`config.mk`:
```
export PLATFORM = sky130hd
export DESIGN_NAME = arbiter_rr
export DESIGN_NICKNAME = d
export VERILOG_FILES = /design/src/rtl/arbiter_pkg.sv /design/src/rtl/arbiter_rr_pick.sv /design/src/rtl/arbiter_rr.sv
export SDC_FILE = /design/constraint.sdc
export NUM_CORES = 1
export LEC_CHECK = 0
export CAP_MARGIN = 5
export CELL_PAD_IN_SITES_DETAIL_PLACEMENT = 1
export CELL_PAD_IN_SITES_GLOBAL_PLACEMENT = 2
export CORE_MARGIN = 2
export CORE_UTILIZATION = 33
export CTS_CLUSTER_SIZE = 20
export DETAILED_ROUTE_END_ITERATION = 6
export PLACE_DENSITY = 0.8
export SYNTH_ARGS = -nofsm -noshare
export SYNTH_HDL_FRONTEND = slang
export SYNTH_SLANG_ARGS = --single-unit
```
`constraint.sdc`:
```
create_clock -name clk -period 5.5 [get_ports clk]
set_input_delay 1.65 -clock clk [delete_from_list [all_inputs] [get_ports clk]]
set_output_delay 1.65 -clock clk [all_outputs]
set_load 0.01 [all_outputs]
```
`src/rtl/arbiter_pkg.sv`:
```
// Shared types and constants for the registered N-way arbiter.
//   arb_state_e : arbiter ownership state (no owner / owner holds grant)
//   ARB_FIXED   : MODE value selecting fixed priority (index 0 highest)
//   ARB_RR      : MODE value selecting round-robin
package arbiter_pkg;

   typedef enum logic {
      ARB_IDLE = 1'b0,
      ARB_BUSY = 1'b1
   } arb_state_e;

   localparam int unsigned ARB_FIXED = 0;
   localparam int unsigned ARB_RR    = 1;

endpackage

```
`src/rtl/arbiter_rr_pick.sv`:
```
// Combinational rotating priority picker: first set request bit scanning
// upward from ptr and wrapping, returned as a one-hot vector.
//   requests : request vector
//   ptr      : index with highest priority this cycle (must be < N)
//   pick_oh  : one-hot selected requester (zero when nothing requests)
//   found    : at least one request is set
module arbiter_rr_pick #(
   parameter int unsigned N  = 4,
   parameter int unsigned PW = 2
) (
   input  logic [N-1:0]  requests,
   input  logic [PW-1:0] ptr,
   output logic [N-1:0]  pick_oh,
   output logic          found
);

   logic [N-1:0] rot;
   logic [N-1:0] low;

   // Rotate so ptr lands on bit 0, isolate lowest set bit, rotate back.
   always_comb begin
      rot     = '0;
      pick_oh = '0;
      for (int unsigned i = 0; i < N; i++) begin
         rot[PW'(i)] = requests[PW'((i + 32'(ptr)) % N)];
      end
      low = rot & (~rot + N'(1));
      for (int unsigned i = 0; i < N; i++) begin
         pick_oh[PW'((i + 32'(ptr)) % N)] = low[PW'(i)];
      end
   end

   assign found = |requests;

endmodule

```
`src/rtl/arbiter_rr.sv`:
```
// Registered N-way arbiter, fixed-priority or round-robin, with downstream
// ready back-pressure and per-requester lock for multi-beat ownership.
//   clk         : clock
//   reset       : synchronous active-high reset
//   requests    : request vector, one bit per requester
//   lock        : lock[i]=1 keeps requester i as owner across accepted beats
//   ready       : downstream accepts the current beat
//   grants      : registered one-hot grant (zero when idle)
//   grant_valid : registered |grants
//   grant_id    : registered binary index of the owner (0 when idle)
module arbiter_rr
   import arbiter_pkg::*;
#(
   parameter  int unsigned N    = 4,
   parameter  int unsigned MODE = ARB_RR,
   localparam int unsigned IW   = (N > 1) ? $clog2(N) : 1
) (
   input  logic          clk,
   input  logic          reset,
   input  logic [N-1:0]  requests,
   input  logic [N-1:0]  lock,
   input  logic          ready,
   output logic [N-1:0]  grants,
   output logic          grant_valid,
   output logic [IW-1:0] grant_id
);

   arb_state_e    state_q, state_d;
   logic [IW-1:0] ptr_q, ptr_d;
   logic [IW-1:0] id_q, id_d;
   logic [N-1:0]  grants_q, grants_d;
   logic          valid_q, valid_d;

   logic [N-1:0]  pick_oh;
   logic          found;
   logic [IW-1:0] pick_idx;
   logic          arb;

   arbiter_rr_pick #(
      .N  (N),
      .PW (IW)
   ) u_pick (
      .requests (requests),
      .ptr      (ptr_q),
      .pick_oh  (pick_oh),
      .found    (found)
   );

   // One-hot to binary index of the picked requester.
   always_comb begin
      pick_idx = '0;
      for (int unsigned i = 0; i < N; i++) begin
         if (pick_oh[IW'(i)]) pick_idx = IW'(i);
      end
   end

   // Re-arbitrate when idle, when the owner withdrew, or when an unlocked
   // beat is accepted; otherwise the current grant holds.
   assign arb = (state_q == ARB_IDLE) || !requests[id_q] || (ready && !lock[id_q]);

   // Next-state and grant selection.
   always_comb begin
      state_d  = state_q;
      ptr_d    = ptr_q;
      id_d     = id_q;
      grants_d = grants_q;
      valid_d  = valid_q;
      if (arb) begin
         if (found) begin
            state_d  = ARB_BUSY;
            grants_d = pick_oh;
            id_d     = pick_idx;
            valid_d  = 1'b1;
            if (MODE != ARB_FIXED) begin
               ptr_d = (pick_idx == IW'(N - 1)) ? '0 : pick_idx + IW'(1);
            end
         end else begin
            state_d  = ARB_IDLE;
            grants_d = '0;
            id_d     = '0;
            valid_d  = 1'b0;
         end
      end
   end

   // State and grant registers.
   always_ff @(posedge clk) begin
      if (reset) begin
         state_q  <= ARB_IDLE;
         ptr_q    <= '0;
         id_q     <= '0;
         grants_q <= '0;
         valid_q  <= 1'b0;
      end else begin
         state_q  <= state_d;
         ptr_q    <= ptr_d;
         id_q     <= id_d;
         grants_q <= grants_d;
         valid_q  <= valid_d;
      end
   end

   assign grants      = grants_q;
   assign grant_valid = valid_q;
   assign grant_id    = id_q;

endmodule

```
# --- After elaboration in Yosys (flattened, before gate mapping) ---
# Cells that the tools add are included.
totals:
  ff_bits: 9
  latch_bits: 0
  ram_bits: 0
  rom_bits: 0
  inputBits: 11
  out_inout_bits: 7
  n_memories: 0
classes:
  add_sub_neg: 5
  n_mul: 0
  n_div: 0
  n_lt_le_gt_ge: 9
  n_eq_ne: 1
  shift: 0
  n_mux: 30
  n_bitwise: 4
  reduce_logical: 11
op_table:
  columns: ["cell", "n"]
  rows:
  - ["< comparator 2 x 3 -> 1 bit, second input constant", 5]
  - ["binary-select mux 1 bit (select 2 bit)", 6]
  - ["bitwise mux 4 bit", 3]
  - ["2-to-1 mux 1 bit", 12]
  - ["AND 4 bit", 2]
  - ["demux 1 bit (select 2 bit)", 4]
  - [">= comparator 2 x 1 -> 1 bit, second input constant", 4]
  - ["2-to-1 mux 2 bit", 4]
  - ["logical AND 1 bit", 5]
  - ["adder 2 bit, first input constant", 2]
  - ["adder 4 x 1 -> 4 bit, second input constant", 1]
  - ["2-to-1 mux 4 bit", 1]
  - ["NOT 4 bit", 1]
  - ["OR reduction 4 bit", 1]
  - ["adder 1 x 2 -> 2 bit, first input constant", 1]
  - ["adder 2 x 1 -> 2 bit, second input constant", 1]
  - ["== test 2 bit, second input constant", 1]
  - ["logical NOT 1 bit", 2]
  - ["logical OR 1 bit", 2]
  - ["AND reduction 2 bit", 1]
  - ["NOT 1 bit", 1]

# --- Logic depth before layout (Yosys ltp) ---
# Gate-level depths: netlist (run 1).
logic_depth:
  word_depth: 15
  depth_mapped: 9

# --- Hierarchy ---
# From an unflattened synthesis (run 1), not the netlist that was laid out.
unflattened:
  hier_cells: 84
  area_unflattened_um2: 857.1
modules_own_cells:
  columns: ["module", "n_inst", "cells_per_inst", "area_each_um2"]
  rows:
  - ["arbiter_rr", 1, 45, 466.7]
  - ["arbiter_rr_pick", 1, 39, 390.4]

# --- Worst setup path before layout (run 1) ---
# No wires, ideal clock.
synth_path:
  path_kind: "in2reg"
  from: "input port requests[3]"
  to: "register ptr_q[0]"
  arrival_time_ns: 3.136
  required_ns: 5.382
  setup_slack_ns: 2.246
  stages: 6
  cell_sequence: "mux4_2 nor3b_4 nor2b_1 o31ai_4 nand2b_1 o2111a_1"
synth_between:
  elab_chain_cells: 14
synth_rtl:
  columns: ["item", "line_no", "source"]
  rows:
  - ["from (decl)", "arbiter_rr.sv:20", "input logic [N-1:0] requests,"]
  - ["binary-select mux 1 bit (select 2 bit)", "arbiter_rr_pick.sv:25", "rot[PW'(i)] = requests[PW'((i + 32'(ptr)) % N)];"]
  - ["2-to-1 mux 1 bit (not written as such)", "arbiter_rr_pick.sv:25", null]
  - ["NOT 4 bit", "arbiter_rr_pick.sv:27", "low = rot & (~rot + N'(1));"]
  - ["adder 4 x 1 -> 4 bit", "arbiter_rr_pick.sv:27", null]
  - ["AND 4 bit", "arbiter_rr_pick.sv:27", null]
  - ["AND 4 bit (no source line)", null, null]
  - ["bitwise mux 4 bit (3 in a row)", "arbiter_rr_pick.sv:29", "pick_oh[PW'((i + 32'(ptr)) % N)] = low[PW'(i)];"]
  - ["2-to-1 mux 1 bit", "arbiter_rr.sv:53", "if (pick_oh[IW'(i)]) pick_idx = IW'(i);"]
  - ["2-to-1 mux 2 bit (2 in a row)", "arbiter_rr.sv:53", null]
  - ["adder 2 x 1 -> 2 bit or == test 2 bit (tied branches)", "arbiter_rr.sv:75", "ptr_d = (pick_idx == IW'(N - 1)) ? '0 : pick_idx + IW'(1);"]
  - ["2-to-1 mux 2 bit", "arbiter_rr.sv:75", null]
  - ["to (signal assigned)", "arbiter_rr.sv:96", "ptr_q <= ptr_d;"]
  - ["to (decl)", "arbiter_rr.sv:29", "logic [IW-1:0] ptr_q, ptr_d;"]
# Parallel ways exist; a longest one is shown, timed or not. The select of a mux whose other input is x is not followed.
# A chain may end at the register's enable or synchronous reset.

# --- Worst setup path in the final report (run 1) ---
# Ends and elaborated chain as after synthesis.

==> results of run 1 <==
[per-stage QoR]
step                      setup WS [ns]  hold slack [ns]  cell area [µm²]
after floorplan                   2.246           0.4762            933.4
after global placement            1.491           0.4483             1122
after detailed placement          1.477           0.4493             1122
after CTS                         1.750           0.4583             1149
after global routing              1.597           0.4854             1149
final                             1.747           0.4507             1149
[where the power goes]
group / switching (µW) / total (µW) / leakage [µW] / internal (µW)
registers: 36.5 / 126 / 0.0000743 / 89.6
clock network: 23.0 / 50.9 / 0.0000150 / 28.0
logic: 201 / 391 / 0.000326 / 190
total: 261 / 568 / 0.000416 / 308
[cell families (layout without fill, tap and decap cells)]
| group | count (synthesis) | after routing | share of synthesized area |
|---|---|---|---|
| flops | 9 | 9 | 0.1930 |
| buf+inv | 8 | 26 | 0.04155 |
| mux | 9 | 9 | 0.1542 |
| simple gates | 46 | 46 | 0.2976 |
| fa+ha+maj | 7 | 7 | 0.09383 |
| compound gates | 22 | 22 | 0.2198 |
[per-layer routing]
metal	up-vias	global-route usage	part of all wire
li1	417	-	-
met2	17	0.2479	0.49
met3	0	0.03628	0.044
met1	409	0.2008	0.47
met4	0	0.01993	0
met5	-	0	0
[path summary, 6_finish.rpt]
path         slack [ns]   endpoint  cells after the start
max                1.75   ptr_q[0]                      7
min                0.45  grants[2]                      2
max reg2reg        2.54   ptr_q[0]                      8
min reg2reg        0.45  grants[2]                      2
[flip-flops by register name (all words and copies together) (netlist names)]
register,count
grants,4
grant_valid,1
grant_id,2
ptr_q,2
[layout by cell type (no fill, tap or decap), types with 2 or more instances in the layout]
cell type         n
a21oi_1           3
nand3b_1          2
nor2_1            8
mux4_2            4
o31ai_4           2
a31oi_1           3
and2_1            2
nand4_1           4
ha_1              7
dfxtp_1           9
nand2_1          11
nand2b_1          4
clkbuf_4          3
inv_1             5
o311a_1           2
a31o_1            2
nor2b_1           5
clkdlybuf4s50_1  17
mux2_2            2
mux2i_1           2
[layout make-up]
class                      count  area, µm²
multi-input combinational     84      714.4
inverter                       5      18.77
clock buffer                   4      26.28
tap                           31      38.79
fill                         325       1562
sequential                     9      180.2
timing repair buffer          17      170.2
[worst max-delay path: cells and delay by family]
kind / cells / cell delay (ns)
simple gates: 3 / 0.55
buf+inv: 1 / 0.53
mux: 1 / 0.65
compound gates: 2 / 0.52
==> summary.txt, run 1 <==
Outcome
  • Status: completed

Finish
  • Final Util: 0.4238
  • Fin nets: 138
  • Fraction of layout cells with a size suffix above 1: 0.1513
  • Antenna cells: 0
  • Cell Count, Final, Fillers Out: 150
  • Area grow syn2layout: 23.06%

Synth
  • Syn nets: about 120
  • Seq cells post-synth: 9
  • Synth Flop Type: dfxtp_1
  • Post-Synthesis Cell Area: 933.4 µm²
  • Sequential area share after synthesis: 0.1930
  • Yosys warning count: 0
  • Yosys cell types: 42
  • Most frequent cells after synthesis: nand2_1, dfxtp_1, nor2_1
  • Synth top area cells: dfxtp_1, mux4_2, ha_1
  • Synth top area share: 0.1930
  • Post-synth ARST share: 0
  • Gate Count Post-Synth: around 100
  • Avg Cell Area, Syn: 9.242 µm²
  • Number of flops mapped to enable cells by yosys: 0
  • Count leader, synth: nand2_1
  • Dominant cell type by area after synthesis: dfxtp_1

Detailed routing
  • Detailed Routing Iterations Pass 1: 4
  • Initial DRC Count: 19
  • Drt wl/cell: 15.16 µm
  • Total Wirelength: 2274 µm
  • DRT antenna net count: 0
  • DRC viols: 0
  • Via count: 843
  • Via density per instance: approximately 5.6

GRT
  • First-pass GRT wire length: 3884 µm
  • All-Layer GR Usage: 0.1486
  • Initial antenna violation count: 0
  • Vias in the first global route: 851
  • Largest net degree at the start of global routing: 16
  • GRT Residual Overflow: 0

Floorplan
  • Die Y: about 57 µm
  • Die ar.: 3270 µm²
  • # rows: 19
  • Initial cell density of the core: 0.3444
  • Core Footprint: 2710 µm²
  • Die W: 57.19 µm
  • I/O pins: 18

Setup path
  • CP max stage cell: mux4_2
  • Worst EP required: 5.65 ns
  • Crit. End Element: flip-flop
  • Critical-path cell list: clkdlybuf4s50_1 -> mux4_2 -> nor3b_4 -> nor2b_1 -> o31ai_4 -> nand2b_1 -> o2111a_1
  • Slowest cell delay on critical path: roughly 0.65 ns
  • Worst EP arrival: 3.90 ns
  • CP Max Fanout: 8
  • Launching point of the worst reg2reg path: ptr_q[0]
  • Worst Setup Start Kind: primary input
  • Worst Setup SP: requests[3]
  • CP Class: in -> reg

CTS
  • H-tree Lvls: 1
  • Root Driver: clkbuf_4
  • Post-CTS setup buffers: 0
  • CTS tree: done
  • Hold Buf Count CTS: 0
  • Post-cts sizing count: 0
  • CTS sink cnt: 9
  • Clock Latency Late Sink: between 0.2 and 0.3 ns
  • Worst-path clk slew: 0.06 ns
  • CTS Buf Count: 3
  • Max clock buf depth: 2

Timing
  • Max_slew headroom: 0.6032
  • Tcrit/Tclk final: 0.6823
  • Crit path time final: 3.753 ns
  • Slew Limit Fails: 0
  • Max Fclk: about 270 MHz
  • Final hold viol count: 0
  • Worst Max-Slew Pin Slew: 0.5944 ns
  • Final setup vio count: 0
  • Setup Skew: between 0.005 and 0.006 ns
  • Setup_tns: 0 ns
  • Unrepaired setup endpoints after global routing: false

Power
  • Leak: just over 0.0004 µW
  • Pwr Total: 568.5 µW
  • Pwr dens: 494.9 nW/µm²
  • Worst vdd ir: around 0.26 mV

Job
  • Total of max-cap violations: 0

Place
  • GPL Wtd Cong: just under 0.8
  • IO Port Bufs: 17
  • Placed insts: 146
  • Post-DP HPWL: ~1800 µm

Hold path
  • Tightest Hold Check Type: reg -> reg
  • Hold wc startpoint: grants[2]
No activity file was read; power rests on OpenSTA's default activity.
==> run 2: changes to the inputs <==
CORE_UTILIZATION = 28   (was 33)
PLACE_DENSITY = 0.72   (was 0.8)
clock period = 3.1 ns   (was 5.5 ns; I/O delays follow)
==> summary.txt, run 2 (same netlist as run 1, synthesis figures left out) <==
Timing
  • Crit path time final: 2.981 ns
  • Max Fclk: 335.4 MHz
  • Worst Max-Slew Pin Slew: 0.4069 ns (-0.1875 ns)
  • Final hold viol count: 0 (unchanged)
  • Slew Limit Fails: 0 (unchanged)
  • Final setup vio count: 0 (unchanged)
  • Max_slew headroom: 0.7281 (+0.1249)
  • Final WS setup: 0.1186 ns (-1.629 ns)
  • Setup Skew: 0.002101 ns (-0.003831 ns)
  • Setup_tns: 0 ns (unchanged)
  • Unrepaired setup endpoints after global routing: false
  • Tcrit/Tclk final: 0.9617

Detailed routing
  • DRC viols: 0 (unchanged)
  • Total Wirelength: 2609 µm (+15%)
  • Drt wl/cell: 14.49 µm (-4.4%)
  • Detailed Routing Iterations Pass 1: 4 (unchanged)
  • Via count: 908 (+7.7%)
  • DRT antenna net count: 0 (unchanged)
  • Via density per instance: 5.044 (-10%)
  • Initial DRC Count: 46 (+27)

GRT
  • Vias in the first global route: 905 (+6.3%)
  • GRT Residual Overflow: 0 (unchanged)
  • First-pass GRT wire length: 4340 µm (+12%)
  • All-Layer GR Usage: 0.1513 (+0.002646)
  • Largest net degree at the start of global routing: 15 (-1)
  • Initial antenna violation count: 0 (unchanged)

Place
  • Dpl ws: -0.1171 ns (-1.594 ns)
  • GPL Wtd Cong: 0.8046 (+3.0%)
  • IO Port Bufs: 17 (unchanged)
  • Post-DP HPWL: 2068 µm (+14%)

Floorplan
  • Initial cell density of the core: 0.3008 (-0.04361)
  • Die W: 61.74 µm (+8.0%)
  • Core Footprint: 3103 µm² (+14%)
  • Die ar.: 3811 µm² (+17%)
  • I/O pins: 18 (unchanged)
  • # rows: 20 (+1)
  • Die Y: 61.74 µm (+8.0%)

Setup path
  • Slowest cell delay on critical path: 0.63 ns (-0.02 ns)
  • Crit-path leading delay family: multiplexers
  • CP max stage cell: mux4_2
  • CP Class: in -> reg
  • Worst EP arrival: 3.13 ns (-0.77 ns)
  • CP Max Fanout: 6 (-2)
  • Worst EP required: 3.25 ns (-2.40 ns)
  • FF-to-FF setup slack: 0.67 ns (-1.87 ns)
  • Worst Setup Start Kind: primary input
  • Critical-path cell list: clkdlybuf4s50_1 -> mux4_2 -> nor3b_4 -> nor2b_1 -> o31ai_4 -> nand2b_1 -> o2111a_1
  • CP bufs+invs: 1 (unchanged)
  • Crit. End Element: flip-flop

CTS
  • Clock Latency Late Sink: 0.25 ns (about the same)
  • CTS sink cnt: 9 (unchanged)
  • Hold Buf Count CTS: 0 (unchanged)
  • Post-cts sizing count: 0 (unchanged)
  • CTS tree: done
  • CTS Buf Count: 3 (unchanged)
  • Max clock buf depth: 2 (unchanged)
  • Worst-path clk slew: 0.06 ns (about the same)
  • H-tree Lvls: 1 (unchanged)
  • Root Driver: clkbuf_4
  • Post-CTS setup buffers: 0 (unchanged)

Finish
  • Fin nets: 155 (+12%)
  • Area grow syn2layout: 38.47%
  • Max reg flops: 4 (unchanged)
  • Most frequent cells in the layout: clkdlybuf4s50_1, buf_4, nand2_1, dfxtp_1, nor2_1
  • Antenna cells: 0 (unchanged)
  • Fraction of layout cells with a size suffix above 1: 0.2574 (+0.1061)

Power
  • Leak: 0.0004996 µW (+20%)
  • Pwr Total: 1091 µW (+92%)
  • Worst vdd ir: 0.3132 mV (+20%)
  • Pwr dens: 844.0 nW/µm² (+71%)

Outcome
  • Status: completed

Job
  • Total of max-cap violations: 0 (unchanged)

Hold path
  • Tightest Hold Check Type: reg -> reg
-- run 2: where the power goes --
group          internal [µW]  leakage [µW]  switching [µW]
sequential               159     0.0000743            25.4
clock                   49.5     0.0000150            39.4
combinational            397      0.000410             421
-- run 2: metal layers --
metal / share of wire / up-vias / global-route usage
li1: - / 456 / -
met5: 0 / - / 0
met2: 0.47 / 11 / 0.2481
met1: 0.50 / 441 / 0.2156
met4: 0 / 0 / 0.01824
met3: 0.026 / 0 / 0.02484
-- run 2: worst register-to-register path, cell delays in order, from the launching register on --
cell and delay [ns]:
dfxtp_1 0.32, inv_1 0.13, ha_1 0.41, mux4_2 0.40, nor3b_4 0.27, nor2b_1 0.11
o31ai_4 0.28, nand2b_1 0.16, o2111a_1 0.25
-- run 2: per-stage QoR --
stage,area [µm²],cells,hold WS [ns],util
2_1_floorplan,933.4,101,0.4762,-
3_3_place_gp,1266,176,0.4395,0.4081
3_5_place_dp,1266,176,0.4499,0.4081
4_1_cts,1292,180,0.4620,0.4165
5_1_grt,1292,180,0.4737,0.4165
6_report,1292,180,0.4546,0.4165
-- run 2: worst paths after layout --
kind	startpoint	end	cells past startpoint
worst min-delay path	grants[2]	grants[2]	2
worst max register to register	ptr_q[0]	ptr_q[0]	8
worst min register to register	grants[2]	grants[2]	2
worst max-delay path	requests[3]	ptr_q[0]	7
-- run 2: area by class of cell --
type / count / area, µm²
well taps: 44 / 55.05
clock buffers: 4 / 26.28
fillers: 376 / 1810
multi-input cells: 84 / 714.4
inverters: 5 / 18.77
flip-flops and latches: 9 / 180.2
repair buffers: 34 / 297.8
==> run 3: changes to the inputs <==
CTS_CLUSTER_SIZE = 8   (was 20)
==> results of run 3 <==
Same layout as run 2: the final DEF is identical, and so are final timing and power.
